**src/rtl/fetch_pkg.sv**
```systemverilog
// Shared definitions for the instruction fetch controller: FSM state
// encodings, default fetch stride and reset address, and PC alignment.
package fetch_pkg;

    localparam int unsigned PC_STEP_DEFAULT  = 4;
    localparam logic [31:0] RESET_PC_DEFAULT = 32'h0000_0000;

    typedef logic [2:0] fetch_state_t;

    localparam fetch_state_t S_IDLE    = 3'd0;
    localparam fetch_state_t S_REQ     = 3'd1;
    localparam fetch_state_t S_WAIT    = 3'd2;
    localparam fetch_state_t S_FULL    = 3'd3;
    localparam fetch_state_t S_DISCARD = 3'd4;

    // Redirect targets are word aligned; the two low bits are dropped.
    function automatic logic [31:0] align_pc(input logic [31:0] addr);
        return {addr[31:2], 2'b00};
    endfunction

endpackage

```
**src/rtl/fetch_skid_buffer.sv**
```systemverilog
// One-entry {instr, pc} holding register used when an instruction word
// returns while the decode latch is occupied and stalled.
module fetch_skid_buffer
    import fetch_pkg::*;
(
    input  logic        clk,
    input  logic        rst,
    input  logic        load,
    input  logic        drain,
    input  logic        clear,
    input  logic [31:0] load_instr,
    input  logic [31:0] load_pc,
    output logic        valid,
    output logic [31:0] instr,
    output logic [31:0] pc
);

    // Occupancy flag: reset/clear empty it, load fills it, drain empties it.
    always_ff @(posedge clk) begin
        if (rst || clear) begin
            valid <= 1'b0;
        end else if (load) begin
            valid <= 1'b1;
        end else if (drain) begin
            valid <= 1'b0;
        end
    end

    // Payload capture; contents are meaningful only while valid is set.
    // NOTE: payload registers carry no reset; the valid flag qualifies them, so resetting the data would only add reset fan-out.
    always_ff @(posedge clk) begin
        if (load) begin
            instr <= load_instr;
            pc    <= load_pc;
        end
    end

endmodule

```
**src/rtl/fetch_controller.sv**
```systemverilog
// Instruction fetch controller: issues one request at a time, presents the
// returned word to decode with a one-entry skid, and handles redirects by
// flushing and, when a request is in flight, discarding its response.
module fetch_controller
    import fetch_pkg::*;
#(
    parameter logic [31:0] RESET_PC = RESET_PC_DEFAULT,
    parameter int unsigned PC_STEP  = PC_STEP_DEFAULT
) (
    input  logic        clk,
    input  logic        rst,
    input  logic        stall,
    input  logic        redirect_valid,
    input  logic [31:0] redirect_pc,
    output logic        imem_req,
    output logic [31:0] imem_addr,
    input  logic        imem_ack,
    input  logic [31:0] imem_data,
    output logic        out_valid,
    output logic [31:0] out_instr,
    output logic [31:0] out_pc,
    output logic [31:0] out_next_pc
);

    localparam logic [31:0] STEP = 32'(PC_STEP);

    fetch_state_t state, state_nxt;
    logic [31:0]  pc, pc_nxt;
    logic         transfer;
    logic         load_ack;
    logic         skid_load;
    logic         skid_drain;
    logic         skid_valid;
    logic [31:0]  skid_instr;
    logic [31:0]  skid_pc;

    assign transfer = out_valid && !stall;

    // The request is decoded from state so it is a single-cycle pulse.
    assign imem_req  = (state == S_REQ);
    assign imem_addr = (state == S_REQ) ? pc : 32'h0;

    // Next-state, next-PC and datapath steering; redirect takes priority.
    always_comb begin
        // NOTE: every output of this block gets a default first so no path leaves one unassigned, which would infer a latch.
        state_nxt  = state;
        pc_nxt     = pc;
        load_ack   = 1'b0;
        skid_load  = 1'b0;
        skid_drain = 1'b0;
        if (redirect_valid) begin
            pc_nxt = align_pc(redirect_pc);
            unique case (state)
                S_REQ:     state_nxt = S_DISCARD;
                S_WAIT,
                S_DISCARD: state_nxt = imem_ack ? S_REQ : S_DISCARD;
                default:   state_nxt = S_REQ;
            endcase
        end else begin
            unique case (state)
                S_IDLE: state_nxt = S_REQ;
                S_REQ:  state_nxt = S_WAIT;
                S_WAIT: begin
                    if (imem_ack) begin
                        pc_nxt = pc + STEP;
                        if (out_valid && stall) begin
                            skid_load = 1'b1;
                            state_nxt = S_FULL;
                        end else begin
                            load_ack  = 1'b1;
                            state_nxt = S_REQ;
                        end
                    end
                end
                S_FULL: begin
                    if (transfer) begin
                        skid_drain = 1'b1;
                        state_nxt  = S_REQ;
                    end
                end
                S_DISCARD: begin
                    if (imem_ack) begin
                        state_nxt = S_REQ;
                    end
                end
                default: state_nxt = S_IDLE;
            endcase
        end
    end

    // FSM state and fetch PC registers.
    // NOTE: clocked state uses non-blocking assignments so every register samples pre-edge values regardless of block order.
    always_ff @(posedge clk) begin
        if (rst) begin
            state <= S_IDLE;
            pc    <= RESET_PC;
        end else begin
            state <= state_nxt;
            pc    <= pc_nxt;
        end
    end

    // Decode-latch outputs: load from memory, refill from skid, or retire.
    always_ff @(posedge clk) begin
        if (rst) begin
            out_valid   <= 1'b0;
            out_instr   <= 32'h0;
            out_pc      <= 32'h0;
            out_next_pc <= 32'h0;
        end else if (redirect_valid) begin
            out_valid <= 1'b0;
        end else if (load_ack) begin
            out_valid   <= 1'b1;
            out_instr   <= imem_data;
            out_pc      <= pc;
            out_next_pc <= pc + STEP;
        end else if (skid_drain) begin
            out_valid   <= 1'b1;
            out_instr   <= skid_instr;
            out_pc      <= skid_pc;
            out_next_pc <= skid_pc + STEP;
        end else if (transfer) begin
            out_valid <= 1'b0;
        end
    end

    fetch_skid_buffer u_skid (
        .clk        (clk),
        .rst        (rst),
        .load       (skid_load),
        .drain      (skid_drain),
        .clear      (redirect_valid),
        .load_instr (imem_data),
        .load_pc    (pc),
        .valid      (skid_valid),
        .instr      (skid_instr),
        .pc         (skid_pc)
    );

    // skid_valid mirrors state == S_FULL; kept for observability only.
    logic unused_skid_valid;
    assign unused_skid_valid = skid_valid;

endmodule

```
**config.mk**
```make
export PLATFORM = sky130hd
export DESIGN_NAME = fetch_controller
export DESIGN_NICKNAME = d
export VERILOG_FILES = /design/src/rtl/fetch_pkg.sv /design/src/rtl/fetch_skid_buffer.sv /design/src/rtl/fetch_controller.sv
export SDC_FILE = /design/constraint.sdc
export NUM_CORES = 1
export LEC_CHECK = 0
export CAP_MARGIN = 20
export CORE_MARGIN = 5
export CORE_UTILIZATION = 45
export CTS_CLUSTER_SIZE = 8
export DETAILED_ROUTE_END_ITERATION = 10
export HOLD_SLACK_MARGIN = 0.03
export MAX_ROUTING_LAYER = met4
export PLACE_DENSITY_LB_ADDON = 0.3
export SLEW_MARGIN = 20
export SYNTH_ARGS = -nofsm -noshare
export SYNTH_HDL_FRONTEND = slang
export SYNTH_SLANG_ARGS = --single-unit
```
**constraint.sdc**
```tcl
create_clock -name clk -period 4.55 [get_ports clk]
set_clock_uncertainty 0.05 [all_clocks]
set_input_delay 0.91 -clock clk [delete_from_list [all_inputs] [get_ports clk]]
set_output_delay 0.91 -clock clk [all_outputs]
set_load 0.02 [all_outputs]
```
# After elaboration in Yosys (flattened, before gate mapping)
# Cells that the tools add are included.
[op_classes] muxes=32 n_bitwise=1 addsub=2 n_eq_ne=7 reduce_logical=14
[op_table] operator="2-to-1 mux 32 bit" count=10
[op_table] operator="adder 32 x 3 -> 32 bit, second input constant" count=2
[op_table] operator="2-to-1 mux 3 bit" count=5
[op_table] operator="case mux 3 bit (5 select lines)" count=1
[op_table] operator="2-to-1 mux 1 bit" count=14
[op_table] operator="!= test 3 bit, second input constant" count=3
[op_table] operator="== test 3 x 2 -> 1 bit, second input constant" count=2
[op_table] operator="case mux 3 bit (2 select lines)" count=1
[op_table] operator="AND reduction 2 bit" count=3
[op_table] operator="nonzero test 2 bit" count=3
[op_table] operator="OR reduction 2 bit" count=2
[op_table] operator="== test 3 x 1 -> 1 bit, second input constant" count=1
[op_table] operator="== test 3 bit, second input constant" count=1
[op_table] operator="logical NOT 3 bit" count=1
[op_table] operator="AND reduction 3 bit" count=1
[op_table] operator="nonzero test 3 bit" count=1
[op_table] operator="logical AND 1 bit" count=2
[op_table] operator="2-to-1 mux 2 bit" count=1
[op_table] operator="logical NOT 1 bit" count=1
[op_table] operator="NOT 1 bit" count=1
[word_totals] word_cells=65 output_inout_bits=130 reg_bits=196 in_bits=69

# Logic depth before layout (Yosys ltp)
# Gate-level depths: netlist of the first run.
[logic_depth] ltp_word=7 depth_mapped=8 ltp_nobuf=6

# By module
# From an unflattened synthesis of the first run, not the netlist that was laid out.
[unflattened] cells_unflattened=957 area_unflattened_um2=9126.3
[modules_own_cells] module="fetch_controller" seq_area_each_um2=2562.5 cells_per_inst=889 area_per_inst_um2=7159.4 n_inst=1
[modules_own_cells] module="fetch_skid_buffer" seq_area_each_um2=1941.9 cells_per_inst=68 area_per_inst_um2=1966.9 n_inst=1

# Least setup slack after synthesis of the first run
# Ideal clock, no wire load.
[synth_path] kind="input port to flip-flop" startpoint="in imem_ack" endpoint="reg u_skid.instr[0] (enable)" setup_ps=482 required_ps=4018 cell_stages=3 t_arrival_ps=3792 n_path_buf=0 path_slack_ps=226 path_cell_list="and3b_1 -> nand2_1 -> nor2_1"
[synth_via] elab_chain_len=3
[synth_rtl] item="start: declaration" line_no="fetch_controller.sv:17" source="input logic imem_ack,"
[synth_rtl] item="2-to-1 mux 1 bit" line_no="fetch_controller.sv:64" source="if (imem_ack) begin"
[synth_rtl] item="2-to-1 mux 1 bit" line_no="fetch_controller.sv:60" source="unique case (state)"
[synth_rtl] item="2-to-1 mux 1 bit" line_no="fetch_controller.sv:51" source="if (redirect_valid) begin"
[synth_rtl] item="net skid_load" line_no="fetch_controller.sv:31" source="logic skid_load;"
[synth_rtl] item="end signal: assignment" line_no="fetch_skid_buffer.sv:33" source="instr <= load_instr;"
[synth_rtl] item="end: declaration" line_no="fetch_skid_buffer.sv:14" source="output logic [31:0] instr,"
# The timed path passes the listed nets, and every way through them passes these cells.
# A chain may end at the register's enable or synchronous reset.

# Worst setup path after layout of the first run
[layout_path] startpoint="reg state[0]" endpoint="out imem_addr[20]"
[layout_via] elab_chain_len=2
[layout_rtl] item="start: declaration" line_no="fetch_controller.sv:27" source="fetch_state_t state, state_nxt;"
[layout_rtl] item="start signal: assignment" line_no="fetch_controller.sv:98" source="state <= state_nxt;"
[layout_rtl] item="== test 3 x 1 -> 1 bit" line_no="fetch_controller.sv:41" source="assign imem_addr = (state == S_REQ) ? pc : 32'h0;"
[layout_rtl] item="2-to-1 mux 32 bit" line_no="fetch_controller.sv:41"
[layout_rtl] item="end: declaration" line_no="fetch_controller.sv:16" source="output logic [31:0] imem_addr,"
# Every way passes these cells.

==> results_dict.tcl, run 1 <==
set metrics [dict create \
    power_density_mw_per_mm2 315 \
    slew-limit-headroom_pct 42.1 \
    grt_start_max_net_pins 69 \
    r2r_start "pc[14]" \
    gpl.final_weighted_congestion 0.923 \
    cp_data_arrival_time_ns 2.59 \
    outcome "finished clean" \
    layout_min_cycle_time_ns 3.55 \
    crit_slowest_cell "sky130_fd_sc_hd__clkdlybuf4s50_1" \
    initial_utilization_pct 45.4 \
    cts_hold_buffers 0 \
    syn_inst 920 \
    post-cts-setup-buffers 0 \
    max_slew.worst_pin.slew_ns 0.868 \
    number_of_enable_flip_flop_cells_after_synthesis 62 \
    mappedNetlistArea_mm2 0.00879 \
    die_w_um 150 \
    utilization_after_layout_pct 58.7 \
    placement.io_buffers 190 \
    globalRoute.totalOverflow 0 \
    rsz0062_at_grt "false" \
    ys_top_cells_by_area "sky130_fd_sc_hd__dfxtp_1, sky130_fd_sc_hd__edfxtp_1, sky130_fd_sc_hd__a22oi_1" \
    final.setup.tns_ns 0 \
    postSynth.asyncResetShare_pct 0 \
    fin_nets 1132 \
    fp.dieArea_mm2 0.0224 \
    global_route_wire_length_before_repair_um 37900 \
    tritoncts "done" \
    static-leakage-power_uw 0.00356 \
    synthesis.area_per_instance_um2 9.55 \
    placed_cells_incl_taps 1307 \
    cp_data_required_time_ns 3.59 \
    cell_chain_of_the_critical_path "nand2b_1 -> nor2_1 -> buf_4 -> and2_1 -> clkdlybuf4s50_1" \
    synth_seq_area_share_pct 49.9 \
    min_period_over_period_pct 77.9 \
    boundary_pin_count 199 \
    drt-total-wl_um 24700 \
    height_of_the_die_um 150 \
    cts_buffer_depth 2 \
    via_per_inst 5.51 \
    timing.fmax_mhz 282 \
    synth_top_area_share_pct 28.7 \
    postSynthRegisterBits 188 \
    initial_antenna_violation_count 0 \
    rows 51 \
    worstSkewPairLatency_ns 0.43 \
    timing.critical_path.slowest_cell_delay_ns 0.61 \
    timing.critical_path.to_type "primary output" \
    hpwl_um 17200 \
    crit_start "state[0]" \
    netlist.top_cell.by_area "sky130_fd_sc_hd__dfxtp_1" \
    worstPathBufferInverterCount 2 \
    timing.setup.critical_path_class "reg2out" \
    route.antenna.remaining_nets 0 \
    first_global_vias 6710 \
    drv_slew 0 \
    holdCritPathClass "reg2reg" \
    cts-buffers-inserted 17 \
    drt-pass1-iter-count 5 \
    critical-path-top-delay-family "buffers and inverters" \
    cts-resized-gates 0 \
    drt-wirelength-per-cell_um 18.4 \
    cts.reportedPaths.clkPinSlew_ns 0.07 \
    dominantRegCellSynth "sky130_fd_sc_hd__dfxtp_1" \
    core_mm2 0.0193 \
    critical_path.max_fanout 21 \
    hold_start "out_instr[1]" \
    fin_ws_ns 1.00 \
    remaining_drcs 0 \
    yosys.cell_types.count 66 \
    gr-usage-all-layers_pct 22.1 \
    layoutNonFillerInstCount 1339 \
    cts_root_buffer "sky130_fd_sc_hd__clkbuf_16" \
    preCtsSetupSlack_ns 1.12 \
    setup_viol 0 \
    synthesis.yosys.warnings 0 \
    worst_setup_path_start_kind "flop" \
    num_antenna_cells 0 \
    worst_ir_drop_vdd_mv 0.218 \
    final.hold.worst_slack_ns 0.401 \
    drtIter0Drc 508 \
    clock-sinks 188 \
    max_cap_viol_count 0 \
    post_route_cells_drive_above_1_share_pct 8.01 \
    synthToLayoutAreaGrowth_pct 29.2 \
    cts-htree-levels 4 \
    timing.final.hold_violations 0 \
    routed-via-count 7383 \
]
kinds of logic after synthesis:
| family | count (synthesis) | share of synthesized area (%) |
|---|---|---|
| flip-flops | 188 | 49.9 |
| multiplexers | 6 | 0.684 |
| adder cells (fa/ha/maj) | 2 | 0.285 |
| AO/OA/AOI/OAI | 226 | 17.4 |
| AND/OR/NAND/NOR | 340 | 20.5 |
| buffers and inverters | 95 | 5.01 |
| XOR/XNOR | 62 | 6.18 |
| other | 1 | 0.0427 |
where the power goes:
part	leakage (uW)	total, uW	internal, uW	switching, uW
clock network	0.000276	1470	775	697
logic	0.00170	285	141	144
registers	0.00158	1810	1760	56.7
total	0.00356	3570	2670	898
cell usage after synthesis (all sizes together) (3+ instances only):
cell and n:
nor4 22, nand2 124, o31ai 4, xnor2 47, nand3 17, o21a 6, a31o 3, clkbuf 61
o22ai 4, a31oi 6, and3 12, nor2 53, a21oi 75, mux2i 6, nand2b 5, or3 5
a211oi 21, or4 7, nand3b 3, a311oi 7, o221ai 4, dfxtp 126, buf 26, o21ai 14
a22oi 63, inv 8, nor3 37, or2 4, a221oi 3, xor2 15, and4 4, and2 29
nand4 14, edfxtp 62
state kept, by name (all words and copies together) (netlist names):
register and cells:
pc 30, out_next_pc 30, out_valid 1, state 3, out_pc 30, u_skid.instr 32, out_instr 32, u_skid.pc 30
worst paths after layout:
path / endpoint / slack [ns] / cells after the start
min reg2reg: out_instr[1] / 0.40 / 2
min: out_instr[1] / 0.40 / 2
max reg2reg: out_next_pc[29] / 1.69 / 5
max: imem_addr[20] / 1.00 / 5
through the flow:
stage / cell area (um^2) / power, uW
after floorplan: 8800 / 1990
after global placement: 10800 / 2130
after detailed placement: 10800 / 2130
after CTS: 11300 / 3590
after global routing: 11300 / 3690
final: 11300 / 3570
cell usage in the layout (no fill, tap or decap), types with 15 or more instances in the layout:
cell type and count:
sky130_fd_sc_hd__and2_1 29, sky130_fd_sc_hd__a211oi_1 19, sky130_fd_sc_hd__a22oi_1 63, sky130_fd_sc_hd__xor2_1 15, sky130_fd_sc_hd__xnor2_1 47, sky130_fd_sc_hd__clkdlybuf4s50_1 189, sky130_fd_sc_hd__edfxtp_1 62, sky130_fd_sc_hd__dfxtp_1 126
sky130_fd_sc_hd__nand3_1 16, sky130_fd_sc_hd__clkbuf_16 17, sky130_fd_sc_hd__nor2_1 51, sky130_fd_sc_hd__nor3_1 31, sky130_fd_sc_hd__a21oi_1 74, sky130_fd_sc_hd__nand2_1 122
worst register-to-register path, cell delays in order, from the launching register on:
cell and delay [ns]:
sky130_fd_sc_hd__dfxtp_1 0.61, sky130_fd_sc_hd__nand4_1 0.59, sky130_fd_sc_hd__or4_4 0.76, sky130_fd_sc_hd__or4_1 0.51, sky130_fd_sc_hd__a21o_1 0.20, sky130_fd_sc_hd__o211ai_2 0.06
final cells by class:
class / instances / area [um^2]
Clock buffer: 17 / 425
Clock inverter: 15 / 156
Fill cell: 1709 / 7990
Inverter: 8 / 30.0
Multi-Input combinational cell: 642 / 4010
Sequential cell: 188 / 4380
Tap cell: 265 / 332
Timing Repair Buffer: 204 / 2020
per-layer routing:
layer | vias to the layer above | GRT usage [%] | part of all wire (%)
li1 | 3618 | - | -
met1 | 3444 | 33.2 | 48
met2 | 296 | 31.0 | 42
met3 | 25 | 3.33 | 7.9
met4 | 0 | 6.27 | 1.5
met5 | - | - | 0
Note: power is estimated with default switching activity, not from simulation.
==> inputs of run 2 (changes only) <==
Clock period 4.55 ns to 3.2 ns, I/O delays scaled along.
==> run 2 against run 1 <==
Compared with the run above: register-to-register slack got worse by 1.1 ns; routed wire length is 1.1% lower; sequential cell count unchanged; clock power is 41% higher; largest power group unchanged.
==> results_dict.tcl, run 2 (synthesis gave the netlist of run 1 again) <==
set metrics [dict create \
    outcome "finished clean" \
    layout_min_cycle_time_ns 2.99 \
    setup_viol 0 \
    worstSetupEndpoint "imem_addr[11]" \
    crit_start "state[0]" \
    initial_utilization_pct 45.4 \
    max_slew.worst_pin.slew_ns 0.615 \
    tritoncts "done" \
    r2r-end "out_next_pc[28]" \
    critical_path.max_fanout 19 \
    hold_depth 2 \
    fin_nets 1146 \
    post-cts-setup-buffers 0 \
    min_period_over_period_pct 93.4 \
    drtIter0Drc 607 \
    cts_root_buffer "sky130_fd_sc_hd__clkbuf_16" \
    post_route_cells_drive_above_1_share_pct 9.10 \
    layout_commonest_cell "sky130_fd_sc_hd__clkdlybuf4s50_1" \
    rows 51 \
    synthToLayoutAreaGrowth_pct 30.8 \
    drt-total-wl_um 24400 \
    worst_ir_drop_vdd_mv 0.384 \
    dpl-instance-area_mm2 0.0109 \
    setup.reg_to_reg.worst_slack_ns 0.56 \
    cp_data_arrival_time_ns 2.30 \
    placement.io_buffers 190 \
    timing.setup.critical_path_class "reg2out" \
    top_regs "out_instr (32), u_skid.instr (32)" \
    drt-wirelength-per-cell_um 18.0 \
    route.top_layer_used "met4" \
    mostFrequentLayoutCells "sky130_fd_sc_hd__clkdlybuf4s50_1, sky130_fd_sc_hd__dfxtp_1, sky130_fd_sc_hd__nand2_1" \
    boundary_pin_count 199 \
    route.antenna.remaining_nets 0 \
    holdCritPathClass "reg2reg" \
    gr-usage-all-layers_pct 22.4 \
    r2r_start "pc[3]" \
    worstSkewPairLatency_ns 0.43 \
    drt-pass1-iter-count 5 \
    crit_slowest_cell "sky130_fd_sc_hd__clkdlybuf4s50_1" \
    first_global_vias 6927 \
    grt_start_max_net_pins 64 \
    met2RoutedLength_um 10300 \
    timing.fmax_mhz 335 \
    clock-sinks 188 \
    cp_data_required_time_ns 2.51 \
    via_per_inst 5.53 \
    cts-htree-levels 4 \
    num_antenna_cells 0 \
    fp.dieArea_mm2 0.0224 \
    hpwl_um 17500 \
    globalRoute.totalOverflow 0 \
    timing.final.hold_violations 0 \
    met1_length_um 12000 \
    cell_chain_of_the_critical_path "nand2b_1 -> nor2_1 -> buf_4 -> and2_1 -> clkdlybuf4s50_1" \
    gpl.final_weighted_congestion 0.916 \
    cts-resized-gates 0 \
    worst_setup_path_start_kind "flop" \
    cts_buffer_depth 2 \
    max_cap_viol_count 0 \
    routed_length_on_met3_um 1750 \
    timing.critical_path.to_type "primary output" \
    remaining_drcs 0 \
    final_area_mm2 0.0115 \
    slew-limit-headroom_pct 58.7 \
    power_density_mw_per_mm2 441 \
    core_mm2 0.0193 \
    initial_antenna_violation_count 0 \
    cts_hold_buffers 0 \
    height_of_the_die_um 150 \
    static-leakage-power_uw 0.00364 \
    rsz0062_at_grt "false" \
    timing.reg2reg.worst_path_depth 7 \
    cts-buffers-inserted 17 \
    final.setup.tns_ns 0 \
    routed-via-count 7481 \
    die_w_um 150 \
    timing.critical_path.slowest_cell_delay_ns 0.61 \
    cts.reportedPaths.clkPinSlew_ns 0.07 \
    drv_slew 0 \
    global_route_wire_length_before_repair_um 38900 \
]
==> run 2: changes by cell type in the layout (fill, tap and decap cells not counted), sizes merged <==
cell	previous run	this run
clkinvlp	3	1
inv	14	16
buf	15	29
==> run 2: area by class of cell <==
class	instances	area, um^2
tap	265	332
multi-input combinational	642	4010
timing repair buffer	218	2160
sequential	188	4380
clock buffer	17	425
fill	1681	7850
inverter	8	30.0
clock inverter	15	153
==> run 2: how the worst min path moves through the flow <==
| stage | start | endpoint |
|---|---|---|
| floorplan | pc[11] | u_skid.pc[11] |
| global placement | out_pc[12] | out_pc[12] |
| detailed placement | out_instr[0] | out_instr[0] |
| CTS | out_pc[31] | out_pc[31] |
| global route | out_pc[28] | out_pc[28] |
| finish | out_pc[31] | out_pc[31] |
==> run 2: stage by stage <==
stage / hold slack (ns) / instances / utilization, % / setup WS (ns) / power [uW]
finish: 0.401 / 1353 / 59.4 / 0.212 / 5070
global route: 0.418 / 1353 / 59.4 / 0.0451 / 5260
CTS: 0.404 / 1353 / 59.4 / 0.178 / 5100
detailed placement: 0.396 / 1321 / 56.4 / 0.283 / 3040
global placement: 0.392 / 1321 / 56.4 / 0.308 / 3040
floorplan: 0.353 / 925 / - / 0.175 / 2830
==> run 2: metal layers <==
metal,global-route usage (%),up-vias
li1,-,3645
met1,34.2,3509
met2,30.9,300
met3,3.06,27
met4,6.40,0
met5,-,-
==> run 2: worst max-delay path: cells and delay by family (launching register included) <==
family,cells,cell delay (ns)
buffers and inverters,2,0.84
AND/OR/NAND/NOR,3,0.54
flip-flops,1,0.48
==> run 2: power by group <==
part,internal [uW],switching (uW),total [uW]
Sequential,2500,76.7,2570
Clock,1100,977,2080
Combinational,209,210,419
Total,3810,1260,5070
==> inputs of run 3 (changes only) <==
Settings changed: CTS_CLUSTER_SIZE 8 to 28.
==> results of run 3 <==
Same layout as run 2: the final DEF is identical, and so are final timing and power.
